===== src/rtl/led_matrix_scan.sv =====
// Row-scanning 8x8 LED driver with double-buffered frames and live-cell count.
// Latency: outputs registered, reflecting the state entered on the same edge; loads show at next frame boundary (immediately when idle).
// Backpressure: none; load is a strobe, latest pending frame wins, en low blanks the display.
module led_matrix_scan #(
    parameter int DWELL = 4,
    parameter int BLANK = 1
) (
    input  logic        clk,
    input  logic        reset,
    input  logic        en,
    input  logic        load,
    input  logic [63:0] grid,
    output logic [7:0]  row_sel,
    output logic [7:0]  col,
    output logic        frame_done,
    output logic [6:0]  pop_count
);

    typedef enum logic [1:0] {IDLE, BLNK, DRV} state_t;

    localparam logic [7:0] DWELL_LAST = 8'(DWELL - 1);
    localparam logic [7:0] BLANK_LAST = 8'(BLANK - 1);

    state_t      st, st_nxt;
    logic [2:0]  r, r_nxt;
    logic [7:0]  cnt, cnt_nxt;
    logic        boundary;

    logic [63:0] disp, pend;
    logic        pend_v;
    logic        swap_ok;
    logic        disp_wr;
    logic [63:0] disp_src;

    function automatic logic [6:0] ones64(input logic [63:0] v);
        logic [6:0] n;
        n = 7'd0;
        for (int i = 0; i < 64; i++) begin
            n = n + 7'(v[i]);
        end
        return n;
    endfunction

    // Scan state register
    always_ff @(posedge clk or posedge reset) begin
        if (reset) begin
            st  <= IDLE;
            r   <= 3'd0;
            cnt <= 8'd0;
        end else begin
            st  <= st_nxt;
            r   <= r_nxt;
            cnt <= cnt_nxt;
        end
    end

    // Next-state: blank then drive each row; wrapping out of row 7 is the frame boundary
    always_comb begin
        st_nxt   = st;
        r_nxt    = r;
        cnt_nxt  = cnt;
        boundary = 1'b0;
        if (!en) begin
            st_nxt  = IDLE;
            r_nxt   = 3'd0;
            cnt_nxt = 8'd0;
        end else begin
            case (st)
                IDLE: begin
                    st_nxt  = BLNK;
                    r_nxt   = 3'd0;
                    cnt_nxt = 8'd0;
                end
                BLNK: begin
                    if (cnt == BLANK_LAST) begin
                        st_nxt  = DRV;
                        cnt_nxt = 8'd0;
                    end else begin
                        cnt_nxt = cnt + 8'd1;
                    end
                end
                DRV: begin
                    if (cnt == DWELL_LAST) begin
                        st_nxt   = BLNK;
                        r_nxt    = r + 3'd1;
                        cnt_nxt  = 8'd0;
                        boundary = (r == 3'd7);
                    end else begin
                        cnt_nxt = cnt + 8'd1;
                    end
                end
                default: begin
                    st_nxt  = IDLE;
                    r_nxt   = 3'd0;
                    cnt_nxt = 8'd0;
                end
            endcase
        end
    end

    // Swap source: a coincident load beats a waiting frame
    always_comb begin
        swap_ok  = boundary || (st == IDLE);
        disp_wr  = 1'b0;
        disp_src = grid;
        if (swap_ok) begin
            if (load) begin
                disp_wr  = 1'b1;
                disp_src = grid;
            end else if (pend_v) begin
                disp_wr  = 1'b1;
                disp_src = pend;
            end
        end
    end

    // Frame buffers; pop_count tracks whatever is written into disp
    always_ff @(posedge clk or posedge reset) begin
        if (reset) begin
            disp      <= 64'd0;
            pend      <= 64'd0;
            pend_v    <= 1'b0;
            pop_count <= 7'd0;
        end else begin
            if (disp_wr) begin
                disp      <= disp_src;
                pop_count <= ones64(disp_src);
            end
            if (swap_ok) begin
                pend_v <= 1'b0;
            end else if (load) begin
                pend   <= grid;
                pend_v <= 1'b1;
            end
        end
    end

    // Registered drive outputs follow the state being entered
    always_ff @(posedge clk or posedge reset) begin
        if (reset) begin
            row_sel    <= 8'd0;
            col        <= 8'd0;
            frame_done <= 1'b0;
        end else begin
            row_sel    <= (st_nxt == DRV) ? (8'b1 << r_nxt) : 8'd0;
            col        <= (st_nxt == DRV) ? disp[{r_nxt, 3'b000} +: 8] : 8'd0;
            frame_done <= (st_nxt == BLNK) && (r_nxt == 3'd0) && (st != BLNK);
        end
    end

endmodule


===== config.mk =====
export PLATFORM = sky130hd
export DESIGN_NAME = led_matrix_scan
export DESIGN_NICKNAME = d
export VERILOG_FILES = /design/src/rtl/led_matrix_scan.sv
export SDC_FILE = /design/constraint.sdc
export NUM_CORES = 1
export LEC_CHECK = 0
export BUFFER_PORTS_ARGS = -buffer_cell sky130_fd_sc_hd__buf_2
export CORE_UTILIZATION = 44
export DETAILED_ROUTE_END_ITERATION = 7
export PLACE_DENSITY = 0.64
export SLEW_MARGIN = 10
export SYNTH_ARGS = -nofsm -noshare
export SYNTH_HDL_FRONTEND = slang
export SYNTH_SLANG_ARGS = --single-unit

===== constraint.sdc =====
create_clock -name clk -period 10.8 [get_ports clk]
set_clock_uncertainty 0.2 [all_clocks]
set_input_delay 1.08 -clock clk [delete_from_list [all_inputs] [get_ports clk]]
set_output_delay 1.08 -clock clk [all_outputs]
set_load 0.05 [all_outputs]

==> results by group, run 1 <==
Outcome
  – Status: finished clean

Yosys
  – FF+latch count, synth: 166
  – Post-Syn Area per Cell: 12.7 sq um
  – Post-Syn Instances: 745
  – EDFF count, synth: 0
  – Synth cell types: 64
  – Synth top area share: 44.0%
  – Main flop type after synthesis: dfrtp_1
  – Syn_nets: 890
  – Share of synthesized flip-flops with an asynchronous set or reset: 100%
  – Yosys warns: 0
  – Mapped Area: 9440 sq um
  – Cell taking the most area after synthesis: dfrtp_1
  – Largest cells by area after synthesis: dfrtp_1 (44%), mux2_2 (14%), fa_1 (11%), mux2_4 (4.1%), mux2i_1 (3.7%)
  – Register area share after synthesis: 44.0%

Route
  – DRC violations left: 0
  – WL met3: 1150 microns
  – Highest routed metal layer: met5
  – First-pass detailed-route iteration total: 4
  – DR iter-0 viols: 320
  – DR WL/cell: 18.7 microns
  – WL met2: 10200 microns
  – Post-Route M1 WL: 9170 microns
  – Vias per inst: 5.28
  – Post-Route WL: 20800 microns
  – Post-DRT Antenna Nets: 0
  – DR vias: 5885

STA
  – Hold Vio Cnt, Final: 0
  – Fmax: 121 MHz
  – Hold_ws: 0.303 ns
  – TNS Setup: 0 ns
  – Tcrit/Tclk final: 76.7%
  – Rel. slew slack: 30.0%
  – Worst-Margin Slew: 1.05 ns
  – Final-report max-slew violation count: 0
  – RSZ-0062 raised after global routing: no
  – Setup violations, final: 0
  – Final min period: 8.29 ns

Placed design
  – Dpl cell area: 10000 sq um
  – Gpl congestion: 0.887
  – Final HPWL DP: 15600 microns
  – Port-buffer cells: 91

Clock network
  – H-tree lvl count: 4
  – Cts hold-fix bufs: 0
  – Clock-pin transition on the worst setup and hold timing paths: 0.07 ns
  – Max clock buf depth: 2
  – Clk sinks: 166
  – CTS tree: done
  – Post-CTS Setup Inserts: 0
  – PostCTS Resize Cnt: 0
  – Clock latency on the worst-skew pair: 0.43 ns
  – CTS Root Cell: clkbuf_16
  – CTS Buf Count: 17

Worst hold path
  – Hold depth: 1
  – Worst hold path class: reg2reg

Worst setup path
  – Critical Path End Type: flop
  – Crit path arrival time: 8.36 ns
  – CP max FO: 64
  – Startpoint types: flop
  – Worst reg2reg path depth: 24
  – Critical Path RT: 10.87 ns
  – Critical setup path kind: reg2reg

Floorplanning
  – CORE AREA: 21000 sq um
  – Die W: 148 microns
  – Initial Util: 44.9%
  – # rows: 53
  – Die Ht: 148 microns
  – Num ports: 92
  – Die ar.: 22000 sq um

Final layout
  – Most common cell after layout, fill and taps aside: dfrtp_1
  – Area growth syn-to-layout: 12.8%
  – Most frequent cells in the layout: dfrtp_1 (166), mux2_2 (115), buf_2 (91)
  – Fill count: 1844
  – Ant. Diodes: 0
  – Final net count: 971
  – Design Area, Final: 10600 sq um
  – Share of cells above drive strength 1: 34.6%

Global routing
  – Vias in the first global route: 6036
  – Global Route Usage Sum: 20.8%
  – Initial antenna violation count: 1
  – Total grt overflow: 0
  – Global-route wire length before repair: 34300 microns
  – Largest net degree at the start of global routing: 105

Run
  – Max Cap Violations: 0
## Yosys cell counts (3+ instances only)
cell type,count
and3_1,4
nor2b_1,3
o21ai_1,4
inv_1,62
and2_1,3
o211ai_1,4
nor3_1,5
nor2_1,58
o221ai_1,4
buf_2,16
mux2i_1,35
buf_4,4
fa_1,54
nor4_1,3
nand3_1,11
or3_1,4
buf_6,4
nand4_1,3
o22ai_1,8
o21ai_0,8
ha_1,23
mux2_2,115
a21o_1,3
a21oi_1,40
o21a_1,3
a22o_1,3
xor2_1,5
mux2_4,26
clkbuf_1,5
dfrtp_1,166
xnor2_1,5
buf_12,4
nand2_1,12
## state kept, by name, indices dropped and copies added, names as in the netlist
| register | count |
|---|---|
| disp | 64 |
| pend | 64 |
| cnt | 8 |
| col | 8 |
| row_sel | 8 |
| pop_count | 7 |
| r | 3 |
| st | 2 |
| frame_done | 1 |
| pend_v | 1 |
## per-stage QoR
step                util [%]  setup WS, ns  cells
global route            50.7          2.02   1114
CTS                     50.7          2.44   1114
floorplan                  -          3.10    745
global placement        47.8          2.58   1082
detailed placement      47.8          2.49   1082
finish                  50.7          2.51   1114
## critical path, stage by stage, from the launching register on
cell and delay, ns:
dfrtp_1 0.44, nor4_4 0.59, and2_4 0.29, a31oi_4 0.13, nor3b_4 0.24, buf_12 0.41
mux2i_1 0.37, fa_1 0.48, fa_1 0.47, fa_1 0.55, inv_1 0.05, fa_1 0.50
fa_1 0.52, fa_1 0.52, fa_1 0.55, inv_1 0.05, fa_1 0.52, inv_1 0.06
ha_1 0.28, a21o_1 0.15, a21oi_1 0.21, o21bai_1 0.08, a21oi_1 0.17, xnor2_1 0.14
a21oi_1 0.08
## layout make-up
class / instances / area [sq um] / area share, %
flip-flops and latches: 166 / 4150 / 39.0
clock inverters: 12 / 153 / 1.43
inverters: 63 / 241 / 2.27
multi-input cells: 483 / 4810 / 45.2
clock buffers: 20 / 447 / 4.19
repair buffers: 95 / 498 / 4.68
well taps: 275 / 344 / 3.23
## cells by family after synthesis
group	share of synthesized area, %
AND/OR/NAND/NOR	6.80
multiplexers	21.6
AO/OA/AOI/OAI	7.02
buffers and inverters	5.19
XOR/XNOR	0.928
adder cells (fa/ha/maj)	14.5
flip-flops	44.0
## worst paths after layout
| kind | from | endpoint | slack (ns) |
|---|---|---|---|
| setup reg to reg | cnt[6]$_DFF_PP0_ | pop_count[5]$_DFFE_PP0P_ | 2.51 |
| hold reg to reg | pend[49]$_DFFE_PP0P_ | pend[49]$_DFFE_PP0P_ | 0.30 |
| setup / recovery | cnt[6]$_DFF_PP0_ | pop_count[5]$_DFFE_PP0P_ | 2.51 |
| hold / removal | pend[49]$_DFFE_PP0P_ | pend[49]$_DFFE_PP0P_ | 0.30 |
| max in group asynchronous | reset | pend[32]$_DFFE_PP0P_ | 8.36 |
| min in group asynchronous | reset | pend[5]$_DFFE_PP0P_ | 0.66 |
## layer usage
layer	track usage [%]	vias to the layer above
met2	32.9	138
li1	-	2735
met4	6.55	2
met5	0	-
met1	28.5	2987
met3	4.54	23
Power of run 1 is not shown: default switching activity piles up to over one toggle a cycle in this logic, so the estimate is an artifact.
==> inputs of run 2 (changes only) <==
--- a/config.mk
+++ b/config.mk
@@ -8,7 +8,7 @@
 export BUFFER_PORTS_ARGS = -buffer_cell sky130_fd_sc_hd__buf_2
 export CORE_UTILIZATION = 44
 export DETAILED_ROUTE_END_ITERATION = 7
-export PLACE_DENSITY = 0.64
+export PLACE_DENSITY = 0.67
 export SLEW_MARGIN = 10
 export SYNTH_ARGS = -nofsm -noshare
 export SYNTH_HDL_FRONTEND = slang
==> constraint.sdc (replaced) <==
create_clock -name clk -period 7.2 [get_ports clk]
set_clock_uncertainty 0.2 [all_clocks]
set_input_delay 0.72 -clock clk [delete_from_list [all_inputs] [get_ports clk]]
set_output_delay 0.72 -clock clk [all_outputs]
set_load 0.05 [all_outputs]
==> run 2 against run 1 <==
  * The run now ends with negative setup slack left
  * Maximum frequency is 9.1% higher
  * Die area stayed put
  * Utilization is 3.7 points higher
  * Highest routed layer is now met4
==> results by group, run 2 (synthesis results as in run 1) <==
Outcome
  – Status: finished, violations left
  – Failing checks: negative setup slack

STA
  – Final min period: 7.59 ns
  – Hold_ws: 0.302 ns
  – Fmax: 132 MHz
  – Tcrit/Tclk final: 105%
  – Final Worst Setup Slack: -0.394 ns
  – Final-report max-slew violation count: 0
  – Worst-Margin Slew: 0.917 ns
  – Rel. slew slack: 38.8%
  – Hold Vio Cnt, Final: 0
  – RSZ-0062 raised after global routing: yes
  – TNS Setup: -1.55 ns
  – Setup violations, final: 6

Global routing
  – Initial antenna violation count: 0
  – Vias in the first global route: 6613
  – Largest net degree at the start of global routing: 99
  – Global Route Usage Sum: 22.0%
  – Total grt overflow: 0
  – Global-route wire length before repair: 36500 microns

Route
  – First-pass detailed-route iteration total: 5
  – DR vias: 6339
  – Vias per inst: 5.35
  – DRC violations left: 0
  – Post-Route WL: 22400 microns
  – Post-DRT Antenna Nets: 0
  – DR WL/cell: 18.9 microns
  – DR iter-0 viols: 400

Final layout
  – Ant. Diodes: 0
  – Area growth syn-to-layout: 21.0%
  – Top Registers: disp (64), pend (64)
  – Share of cells above drive strength 1: 43.5%
  – Most frequent cells in the layout: dfrtp_1 (166), mux2_2 (114), buf_2 (91)
  – Design Area, Final: 11400 sq um
  – Most common cell after layout, fill and taps aside: dfrtp_1
  – Final net count: 1041
  – Fin util: 54.4%

Floorplanning
  – # rows: 53
  – Num ports: 92
  – Die Ht: 148 microns
  – Die W: 148 microns
  – Initial Util: 44.9%
  – CORE AREA: 21000 sq um
  – Die ar.: 22000 sq um

Run
  – Max Cap Violations: 0

Clock network
  – CTS tree: done
  – Clk sinks: 166
  – CTS Root Cell: clkbuf_16
  – Clock latency on the worst-skew pair: 0.43 ns
  – Clock-pin transition on the worst setup and hold timing paths: 0.07 ns
  – H-tree lvl count: 4
  – CTS Buf Count: 17
  – Max clock buf depth: 2

Worst setup path
  – Crit path arrival time: 7.71 ns
  – CP max FO: 6
  – Critical Path RT: 7.32 ns
  – Startpoint types: flop
  – Critical setup path kind: reg2reg
  – Critical Path End Type: flop

Placed design
  – Port-buffer cells: 91
  – Final HPWL DP: 16300 microns
  – Dpl cell area: 10500 sq um
  – Gpl congestion: 0.895

Worst hold path
  – Worst hold path class: reg2reg
==> run 2: cell type report <==
type / count / area [sq um]
timing repair buffer: 165 / 1120
inverter: 63 / 241
fill: 1781 / 9590
sequential: 166 / 4150
tap: 275 / 344
clock buffer: 19 / 443
clock inverter: 13 / 146
multi-input combinational: 483 / 4980
==> run 2: timing repair <==
action | 4_1_cts | 5_1_grt
resized for setup | 30 | 17
gates cloned | 3 | 0
buffers inserted | 10 | 3
hold endpoints to repair | 0 | 0
pin swaps | 9 | 17
hold buffers | 0 | 0
setup endpoints to repair | 6 | 6
==> run 2: critical path: stages (launching register included) <==
cell and delay [ns]:
dfrtp_1 0.39, inv_2 0.08, ha_4 0.12, and4bb_4 0.23, and2_4 0.16, a31oi_4 0.10
nor3b_4 0.20, buf_6 0.18, buf_8 0.18, mux2_4 0.33, fa_1 0.52, inv_1 0.06
fa_2 0.56, fa_2 0.45, fa_1 0.57, fa_1 0.44, fa_1 0.52, inv_1 0.05
fa_1 0.49, fa_1 0.41, ha_2 0.20, fa_2 0.36, a21oi_2 0.13, o21bai_1 0.09
xor2_1 0.16, mux2_2 0.26
==> run 2: path summary, 6_finish.rpt <==
path                       cells after the start  slack [ns]                       end                startpoint
max                                           25       -0.39  pop_count[4]$_DFFE_PP0P_           st[0]$_DFF_PP0_
min                                            1        0.30  pop_count[3]$_DFFE_PP0P_  pop_count[3]$_DFFE_PP0P_
max reg2reg                                   25       -0.39  pop_count[4]$_DFFE_PP0P_           st[0]$_DFF_PP0_
min reg2reg                                    1        0.30  pop_count[3]$_DFFE_PP0P_  pop_count[3]$_DFFE_PP0P_
max in group asynchronous                      3        5.06      pend[32]$_DFFE_PP0P_                     reset
min in group asynchronous                      2        0.31      pend[18]$_DFFE_PP0P_                     reset
==> run 2: per-layer routing <==
metal	wire, microns	vias to the layer above	GRT usage, %
li1	-	2883	-
met1	9840	3248	29.6
met2	11100	177	36.3
met3	1040	31	3.87
met4	491	0	6.86
met5	0	-	0
==> run 2: stage by stage <==
stage                     instances  worst slack, ns
after floorplan                 745           -0.300
after global placement         1138           -0.345
after detailed placement       1138           -0.485
after CTS                      1183           -0.388
after global routing           1184           -0.598
final                          1184           -0.394
Power of run 2 is left out for the same reason.
==> inputs of run 3 (changes only) <==
--- a/config.mk
+++ b/config.mk
@@ -7,7 +7,9 @@
 export LEC_CHECK = 0
 export BUFFER_PORTS_ARGS = -buffer_cell sky130_fd_sc_hd__buf_2
 export CORE_UTILIZATION = 44
+export CTS_CLUSTER_DIAMETER = 200
 export DETAILED_ROUTE_END_ITERATION = 7
+export GPL_TIMING_DRIVEN = 0
 export PLACE_DENSITY = 0.67
 export SLEW_MARGIN = 10
 export SYNTH_ARGS = -nofsm -noshare
==> run 3 against run 2 <==
  * The flow still finishes with violations (negative setup slack)
  * Maximum frequency down 1.2%
  * Non-clock buffer count down 1
  * Clock-buffer cell count up 1
  * Sequential cell count unchanged
  * Hold slack worse by 0.12 ns
  * Cell count down 0.17%
  * Utilization up 0.18 points
  * First-iteration DRC count up 48%
  * Die area unchanged
  * Critical path depth up 3
  * Largest cell class unchanged
  * Highest routed layer unchanged
==> results by group, run 3 (synthesis results as in run 1) <==
Global routing
  – Global Route Usage Sum: 22.9%
  – M1 GR Usage: 30.9%
  – Vias in the first global route: 6560
  – M2 GR Usage: 37.3%
  – Largest net degree at the start of global routing: 86
  – GR Layer Usage met3: 4.60%
  – Gr busiest metal: met2
  – Initial antenna violation count: 0
  – Global-route wire length before repair: 37400 microns
  – Total grt overflow: 0

STA
  – Worst-Margin Slew: 0.951 ns
  – Tcrit/Tclk final: 107%
  – Rel. slew slack: 36.2%
  – TNS Setup: -1.99 ns
  – RSZ-0062 raised after global routing: yes
  – Hold Vio Cnt, Final: 0
  – Final min period: 7.69 ns
  – Final-report max-slew violation count: 0
  – Setup violations, final: 6
  – Final Worst Setup Slack: -0.488 ns
  – Fmax: 130 MHz

Final layout
  – Most frequent cells in the layout: dfrtp_1 (162), mux2_2 (111), buf_2 (106)
  – Share of cells above drive strength 1: 42.9%
  – Top Registers: disp (64), pend (64)
  – Footprint of the multi-input gates: 5010 sq um
  – Final net count: 1040
  – Area growth syn-to-layout: 21.4%
  – Fill count: 1764
  – Sequential cell area: 4160 sq um
  – Fin util: 54.5%
  – Most common cell after layout, fill and taps aside: dfrtp_1
  – Ant. Diodes: 0

Worst setup path
  – Setup crit start: st[0]$_DFF_PP0_
  – RR Endpoint: pop_count[6]$_DFFE_PP0P_
  – Startpoint types: flop
  – Crit-path slowest cell: fa_1
  – Crit path arrival time: 7.80 ns
  – R2R setup slack: -0.49 ns
  – Critical path's most frequent cell: fa_1
  – Critical Path RT: 7.31 ns
  – Critical Path End Type: flop
  – Critical path capture point: pop_count[6]$_DFFE_PP0P_
  – CP max FO: 8
  – Critical setup path kind: reg2reg
  – Worst reg2reg path depth: 28
  – CP max stage delay: 0.54 ns
  – R2R Path Start: st[0]$_DFF_PP0_

Floorplanning
  – Die Ht: 148 microns
  – Die ar.: 22000 sq um
  – CORE AREA: 21000 sq um
  – # rows: 53
  – Die W: 148 microns
  – Initial Util: 44.9%
  – Num ports: 92

Route
  – DRC violations left: 0
  – Post-Route WL: 23900 microns
  – First-pass detailed-route iteration total: 5
  – Post-DRT Antenna Nets: 0
  – DR WL/cell: 20.2 microns
  – DR vias: 6389
  – DR iter-0 viols: 590
  – Vias per inst: 5.41

Clock network
  – CTS Buf Count: 17
  – Max clock buf depth: 2
  – Cts hold-fix bufs: 0
  – CTS Root Cell: clkbuf_16
  – H-tree lvl count: 4
  – CTS tree: done
  – Clock-pin transition on the worst setup and hold timing paths: 0.07 ns
  – Clock latency on the worst-skew pair: 0.43 ns
  – Clk sinks: 166

Placed design
  – Gpl congestion: 0.918
  – Final HPWL DP: 17600 microns
  – Port-buffer cells: 91

Outcome
  – Failing checks: negative setup slack
  – Status: finished, violations left

Run
  – Max Cap Violations: 0

Worst hold path
  – Worst hold path class: in2async
run 3: cell type report:
cell class / count / share of cell area, %
Multi-Input combinational cell: 483 / 43.7
Inverter: 63 / 2.13
Clock inverter: 11 / 1.31
Timing Repair Buffer: 132 / 7.29
Tap cell: 275 / 3.00
Sequential cell: 166 / 36.3
Buffer: 32 / 2.39
Clock buffer: 20 / 3.90
run 3: critical path, delay by kind of cell, from the launching register on:
| kind | cells | cell delay [ns] |
|---|---|---|
| adders and majority gates | 11 | 4.65 |
| and+or+nand+nor | 5 | 0.76 |
| buffers and inverters | 6 | 0.63 |
| AOI/OAI and AO/OA | 5 | 0.58 |
| DFF | 1 | 0.39 |
| muxes | 1 | 0.34 |
run 3: how the worst min path moves through the flow:
stage                              start                    to  slack, ns  cells past startpoint
finish                             reset   pend[8]$_DFFE_PP0P_       0.18                      2
global route                       reset   pend[8]$_DFFE_PP0P_       0.22                      2
CTS                                reset  row_sel[5]$_DFF_PP0_       0.19                      2
detailed placement  disp[36]$_DFFE_PP0P_  disp[36]$_DFFE_PP0P_       0.29                      1
global placement    pend[37]$_DFFE_PP0P_  pend[37]$_DFFE_PP0P_       0.28                      1
floorplan               cnt[0]$_DFF_PP0_      cnt[0]$_DFF_PP0_       0.27                      1
run 3: routing by layer:
layer | up-vias | wire length, microns
met4 | 0 | 584
met1 | 3268 | 10300
met5 | - | 0
met2 | 203 | 11600
met3 | 31 | 1340
li1 | 2887 | -
run 3: per-stage QoR:
stage,cell area (sq um),hold WS (ns),cells,worst slack (ns)
after floorplan,9500,0.268,745,-0.300
after global placement,10300,0.284,1111,-0.911
after detailed placement,10300,0.293,1112,-0.948
after CTS,11300,0.192,1170,-0.476
after global routing,11500,0.221,1182,-0.750
final,11500,0.179,1182,-0.488
run 3: what timing repair did:
item	CTS	global route
endpoints found under the setup margin	7	7
pin swaps	20	15
cloned	1	0
resized for setup	34	12
setup buffers	27	12
Power of run 3 is left out for the same reason.
